File: config.mk
export PLATFORM = sky130hd
export DESIGN_NAME = step_sequencer
export DESIGN_NICKNAME = d
export VERILOG_FILES = /design/src/rtl/step_sequencer.sv
export SDC_FILE = /design/constraint.sdc
export NUM_CORES = 1
export LEC_CHECK = 0
export BUFFER_PORTS_ARGS = -buffer_cell sky130_fd_sc_hd__buf_2
export CORE_MARGIN = 1.5
export CORE_UTILIZATION = 40
export CTS_CLUSTER_SIZE = 25
export DETAILED_ROUTE_END_ITERATION = 8
export GPL_TIMING_DRIVEN = 1
export SLEW_MARGIN = 40
export SYNTH_ARGS = -nofsm -noshare
export SYNTH_HDL_FRONTEND = slang
export SYNTH_SLANG_ARGS = --single-unit
File: constraint.sdc
create_clock -name clk -period 3.05 [get_ports clk]
set_input_delay 0.1525 -clock clk [delete_from_list [all_inputs] [get_ports clk]]
set_output_delay 0.1525 -clock clk [all_outputs]
set_load 0.02 [all_outputs]
File: src/rtl/step_sequencer.sv
// -----------------------------------------------------------------------------
// step_sequencer
//
// Runs one operand through up to NUM_STEPS external compute steps in ascending
// index order. A per-job mask selects which steps take part. Each step is
// launched with a single-cycle step_start pulse, and its result is awaited in
// WAIT. A per-step timeout and an abort input can end a job early. Every job
// ends with a single-cycle done pulse and a status code.
//
// Handshakes:
//   start/busy : a job is accepted on any cycle where start=1 and busy=0.
//                data_in, step_mask and timeout_lim are sampled on that edge.
//                start while busy=1 is dropped and is not queued.
//   step i     : step_start[i] is a one-cycle launch pulse that qualifies
//                step_data. step_done[i] is a one-cycle pulse that qualifies
//                step_out[i]. Only the done bit of the active step counts.
//   done       : a one-cycle pulse. data_out and status are valid with it and
//                hold until the next job ends.
//
// Ports:
//   clk, rst_n   clock, asynchronous active-low reset
//   start        job request
//   data_in      operand (DATA_W)
//   step_mask    per-job step enables (NUM_STEPS)
//   timeout_lim  maximum WAIT cycles per step, 0 = no timeout (TO_W)
//   abort        ends the running job with status ABORT
//   step_start   one-hot launch pulses (NUM_STEPS)
//   step_data    operand driven to the active step (work register)
//   step_out     flattened step results, step i at [i*DATA_W +: DATA_W]
//   step_done    per-step result-valid pulses (NUM_STEPS)
//   busy         a job is in progress
//   data_out     result register
//   done         job-complete pulse
//   status       00 OK, 01 TIMEOUT, 10 ABORT
//   cur_step     index of the active step, 0 when idle (debug view of the FSM)
// -----------------------------------------------------------------------------
module step_sequencer #(
   parameter  int DATA_W    = 8,
   parameter  int NUM_STEPS = 4,
   parameter  int TO_W      = 8,
   localparam int IDX_W     = (NUM_STEPS > 1) ? $clog2(NUM_STEPS) : 1
) (
   input  logic                          clk,
   input  logic                          rst_n,
   input  logic                          start,
   input  logic [DATA_W-1:0]             data_in,
   input  logic [NUM_STEPS-1:0]          step_mask,
   input  logic [TO_W-1:0]               timeout_lim,
   input  logic                          abort,
   output logic [NUM_STEPS-1:0]          step_start,
   output logic [DATA_W-1:0]             step_data,
   input  logic [NUM_STEPS*DATA_W-1:0]   step_out,
   input  logic [NUM_STEPS-1:0]          step_done,
   output logic                          busy,
   output logic [DATA_W-1:0]             data_out,
   output logic                          done,
   output logic [1:0]                    status,
   output logic [IDX_W-1:0]              cur_step
);

   localparam logic [1:0] ST_OK      = 2'b00;
   localparam logic [1:0] ST_TIMEOUT = 2'b01;
   localparam logic [1:0] ST_ABORT   = 2'b10;

   typedef enum logic [1:0] {IDLE, LAUNCH, WAIT} state_t;

   state_t                 state, state_nxt;
   logic [DATA_W-1:0]      work, work_nxt, data_out_nxt;
   logic [NUM_STEPS-1:0]   mask, mask_nxt, mask_left, step_start_nxt;
   logic [TO_W-1:0]        lim, lim_nxt, cnt, cnt_nxt, cnt_inc;
   logic [IDX_W-1:0]       cur_nxt;
   logic                   done_nxt;
   logic [1:0]             status_nxt;
   logic [DATA_W-1:0]      step_res [NUM_STEPS];

   for (genvar g = 0; g < NUM_STEPS; g++) begin : g_unpack
      assign step_res[g] = step_out[g*DATA_W +: DATA_W];
   end

   // Index of the lowest set bit. Completed steps are cleared from the mask,
   // so the lowest remaining bit is always the next higher enabled step.
   function automatic logic [IDX_W-1:0] lowest_set(input logic [NUM_STEPS-1:0] m);
      logic [IDX_W-1:0] r;
      r = '0;
      for (int i = NUM_STEPS - 1; i >= 0; i--) begin
         if (m[i]) r = IDX_W'(i);
      end
      return r;
   endfunction

   // State and datapath registers
   always_ff @(posedge clk or negedge rst_n) begin
      if (!rst_n) begin
         state      <= IDLE;
         work       <= '0;
         mask       <= '0;
         lim        <= '0;
         cnt        <= '0;
         cur_step   <= '0;
         data_out   <= '0;
         status     <= ST_OK;
         done       <= 1'b0;
         step_start <= '0;
      end else begin
         state      <= state_nxt;
         work       <= work_nxt;
         mask       <= mask_nxt;
         lim        <= lim_nxt;
         cnt        <= cnt_nxt;
         cur_step   <= cur_nxt;
         data_out   <= data_out_nxt;
         status     <= status_nxt;
         done       <= done_nxt;
         step_start <= step_start_nxt;
      end
   end

   // Next-state logic
   always_comb begin
      state_nxt           = state;
      work_nxt            = work;
      mask_nxt            = mask;
      lim_nxt             = lim;
      cnt_nxt             = cnt;
      cur_nxt             = cur_step;
      data_out_nxt        = data_out;
      status_nxt          = status;
      done_nxt            = 1'b0;
      step_start_nxt      = '0;
      mask_left           = mask;
      mask_left[cur_step] = 1'b0;
      // Saturating increment: the counter holds at all-ones rather than wrap.
      cnt_inc             = (cnt == '1) ? cnt : cnt + 1'b1;

      case (state)
         IDLE: begin
            if (start) begin
               work_nxt = data_in;
               mask_nxt = step_mask;
               lim_nxt  = timeout_lim;
               cnt_nxt  = '0;
               if (step_mask == '0) begin
                  // Nothing to run: the operand passes straight through.
                  data_out_nxt = data_in;
                  done_nxt     = 1'b1;
                  status_nxt   = ST_OK;
               end else begin
                  cur_nxt                 = lowest_set(step_mask);
                  step_start_nxt[cur_nxt] = 1'b1;
                  state_nxt               = LAUNCH;
               end
            end
         end

         LAUNCH: begin
            if (abort) begin
               done_nxt   = 1'b1;
               status_nxt = ST_ABORT;
               cur_nxt    = '0;
               state_nxt  = IDLE;
            end else begin
               cnt_nxt   = '0;
               state_nxt = WAIT;
            end
         end

         WAIT: begin
            // Priority: abort, then the active step's done, then timeout.
            if (abort) begin
               done_nxt   = 1'b1;
               status_nxt = ST_ABORT;
               cur_nxt    = '0;
               state_nxt  = IDLE;
            end else if (step_done[cur_step]) begin
               work_nxt = step_res[cur_step];
               mask_nxt = mask_left;
               if (mask_left != '0) begin
                  cur_nxt                 = lowest_set(mask_left);
                  step_start_nxt[cur_nxt] = 1'b1;
                  state_nxt               = LAUNCH;
               end else begin
                  data_out_nxt = step_res[cur_step];
                  done_nxt     = 1'b1;
                  status_nxt   = ST_OK;
                  cur_nxt      = '0;
                  state_nxt    = IDLE;
               end
            end else begin
               cnt_nxt = cnt_inc;
               if ((lim != '0) && (cnt_inc == lim)) begin
                  // The result is the output of the last completed step.
                  data_out_nxt = work;
                  done_nxt     = 1'b1;
                  status_nxt   = ST_TIMEOUT;
                  cur_nxt      = '0;
                  state_nxt    = IDLE;
               end
            end
         end

         default: begin
            state_nxt = IDLE;
            cur_nxt   = '0;
         end
      endcase
   end

   // Outputs derived from state
   always_comb begin
      busy      = (state != IDLE);
      step_data = work;
   end

endmodule

==> results.txt <==
largest net degree at the start of global routing -> 48
CP Capture Type -> flip-flop
Reg-to-Reg End -> data_out[1]
Main synth FF type -> dfrtp_1
cells after synthesis -> 348
critical path startpoint category -> flip-flop
average wire per standard cell -> 15.95 um
Post-synth EDFFs -> 0
TritonCTS clock tree -> yes
Vias/cell -> 5.662
RSZ-0062 raised after global routing -> no
Final Max Tran Viols -> 0
required time worst endpoint -> 3240 ps
syn_area_per_cell -> 9.337 sq um
clock sink count -> 47
CTS clk-pin slew, worst paths -> 100 ps
minimum clock period -> 2768 ps
CP max-delay cell -> dfrtp_1
highest clock rate -> 0.3613 GHz
total grt overflow -> 0
# rows -> 32
WHS -> 57.28 ps
Synth Register Bits -> 47
NumNets Final -> 488
number of diodes -> 0
synthesized-area fraction occupied by adder cells -> 1.925%
clock buffer depth -> 2
reg-to-reg critical path startpoint -> cnt[0]
Initial Utilization -> 41.62%
reg-to-reg slack, setup -> 280 ps
core area -> 7807 sq um
period utilization -> 90.75%
Setup violations, final -> 0
Post-synth ARST share -> 100.0%
Leak -> 1.734 nW
Die Ht -> 93.13 um
R2R depth -> 8
# Post-CTS Setup Buffers -> 0
crit path cell chain -> ha_1 > and3_1 > nand3_1 > a32oi_1 > o211ai_2 > nor3_4 > nor3_2 > a221o_1
GRT Resource Usage Total -> 20.10%
Synth Cell Area -> 3249 sq um
wirelength, routed -> 8.389 mm
CP max stage delay -> 450 ps
Clock Tree Root -> clkbuf_8
crit path DAT -> 2960 ps
total CTS buffers -> 5
largest family of logic cells by synthesized area -> compound AO/OA/AOI/OAI gates
Synth area leaders -> dfrtp_1, mux4_2, mux2i_1
setup_tns -> 0 ps
Crit Path Max Fanout -> 8
num ports -> 86
vias in the first global route -> 2665
first-pass GRT wire length -> 13.84 mm
multiplexer share of the synthesized area -> 15.86%
first-pass iteration count of the detailed router -> 4
area grow syn2layout -> 19.48%
antenna violation net count after detailed routing -> 0
Compound-Gate Fraction of Synth Area -> 22.99%
sequential area share after synthesis -> 36.20%
relative slew slack -> 56.65%
buffers added on ports -> 85
CP Class -> flip-flop to flip-flop
Fin. Hold Viols -> 0
die area -> 8673 sq um
initial antenna violation count -> 0
synth warn -> 0
worst-margin pin slew -> 648.3 ps
Clock Latency Late Sink -> 320 ps
post-synth top area share -> 36.20%
peak supply drop -> 0.4259 mV
pwr/cell area -> 865.6 nW/um^2
GP Congestion -> 0.8581
Syn Nets -> 413
share of layout cells above drive strength 1 -> 30.19%
post-DP HPWL -> 6.220 mm
Vias -> 2978
Yosys top cell by area -> dfrtp_1
max-cap viol count -> 0
Hold Crit Class -> primary input to flip-flop
DRC Markers -> 0
CP startpoint -> cnt[0]
Setup crit end -> data_out[1]
XOR/XNOR Fraction of Synth Area -> 2.426%
synth unique cells -> 56
die width -> 93.13 um
CTS H-tree depth -> 2
DRT iter0 DRCs -> 168
status -> finished, final reports clean
simple-gate share of the synthesized area -> 15.56%
clk_skew -> 12.52 ps
## state kept, by name (all words and copies together) (netlist names)
name and cells:
cnt 8, data_out 8, lim 8, step_data 8, mask 4, step_start 4, cur_step 2, state 2
status 2, done 1
## kinds of logic (layout without fill, tap and decap cells)
| family | Yosys count | in the layout |
|---|---|---|
| multiplexers | 39 | 39 |
| XOR/XNOR | 9 | 9 |
| AND/OR/NAND/NOR | 104 | 104 |
| flip-flops | 47 | 47 |
| buffers and inverters | 38 | 114 |
| AO/OA/AOI/OAI | 106 | 106 |
| adder cells (fa/ha/maj) | 5 | 5 |
## through the flow
stage	setup slack, ps	total power, W	instance area [sq um]	util [%]	cells
2_1_floorplan	681.1	0.002378	3249	-	348
3_3_place_gp	351.3	0.002845	3747	48.00	517
3_5_place_dp	249.9	0.002864	3750	48.03	517
4_1_cts	193.8	0.003354	3876	49.65	526
5_1_grt	86.84	0.003613	3882	49.73	526
6_report	282.2	0.003361	3882	49.73	526
## report_power, final
part           switching (W)  leakage, nW  internal, W
logic               0.000969         1.09     0.000769
registers           0.000289        0.589     0.000850
clock network       0.000234       0.0587     0.000249
total                0.00149         1.73      0.00187
## worst min-delay path by stage
stage	startpoint	end	slack, ps	depth (start not counted)
4_1_cts	timeout_lim[6]	lim[6]	50	2
5_1_grt	timeout_lim[7]	lim[7]	50	2
6_report	timeout_lim[6]	lim[6]	60	2
2_1_floorplan	rst_n	cnt[0]	-140	0
3_5_place_dp	rst_n	cnt[4]	210	1
3_3_place_gp	timeout_lim[6]	lim[6]	380	2
## layout by cell type, fill, tap and decap left out, types with 9 or more instances in the layout
master,synthesis,layout
a21oi_1,29,29
o21ai_0,18,18
mux2i_1,20,20
nand3_1,13,13
nor2_1,32,32
a22o_1,12,12
buf_4,1,10
inv_1,11,11
buf_2,8,84
mux2_2,9,9
dfrtp_1,47,47
mux4_2,9,9
nand2_1,27,27
a211oi_1,9,9
## metal layers
layer / GRT usage [%] / vias up / part of all wire (%)
met1: 31.13 / 1441 / 51
met5: 0 / - / 0
met4: 5.429 / 0 / 1.1
met2: 28.53 / 76 / 42
met3: 3.415 / 7 / 5.2
li1: - / 1454 / -
## worst max-delay path, delay by kind of cell (launching register included)
family	cells	cell delay [ps]
and+or+nand+nor	4	1030
AOI/OAI and AO/OA	3	830
DFF	1	450
adders and majority gates	1	340
## timing repair
item	CTS	global route
endpoints found under the setup margin	0	9
hold endpoints to repair	47	0
gates resized for setup	0	1
hold buffers	1	0
## cell usage after synthesis (all sizes together), types with 2 or more instances
cell type   n
xnor2       5
o32ai       3
a211oi      9
a22o       12
a21oi      29
inv        11
mux2i      20
nor2       32
ha          5
o22ai       2
mux4        9
mux2       10
dfrtp      47
a221o       8
or3         3
o21ai      20
and3        4
or2         2
o2bb2ai     3
a41oi       2
o21bai      3
nand2      27
o31ai       2
nor4        4
o211ai      4
clkbuf     13
buf        14
nor2b       3
nor3        6
xor2        4
nand3      13
nand2b      3
## layout make-up
cell class | count | area (sq um)
fill | 771 | 3925
multi-input combinational | 263 | 1916
sequential | 47 | 1176
timing repair buffer | 95 | 505.5
tap | 102 | 127.6
clock buffer | 5 | 68.82
clock inverter | 3 | 47.55
inverter | 11 | 41.29
(Power assumes the default switching activity.)
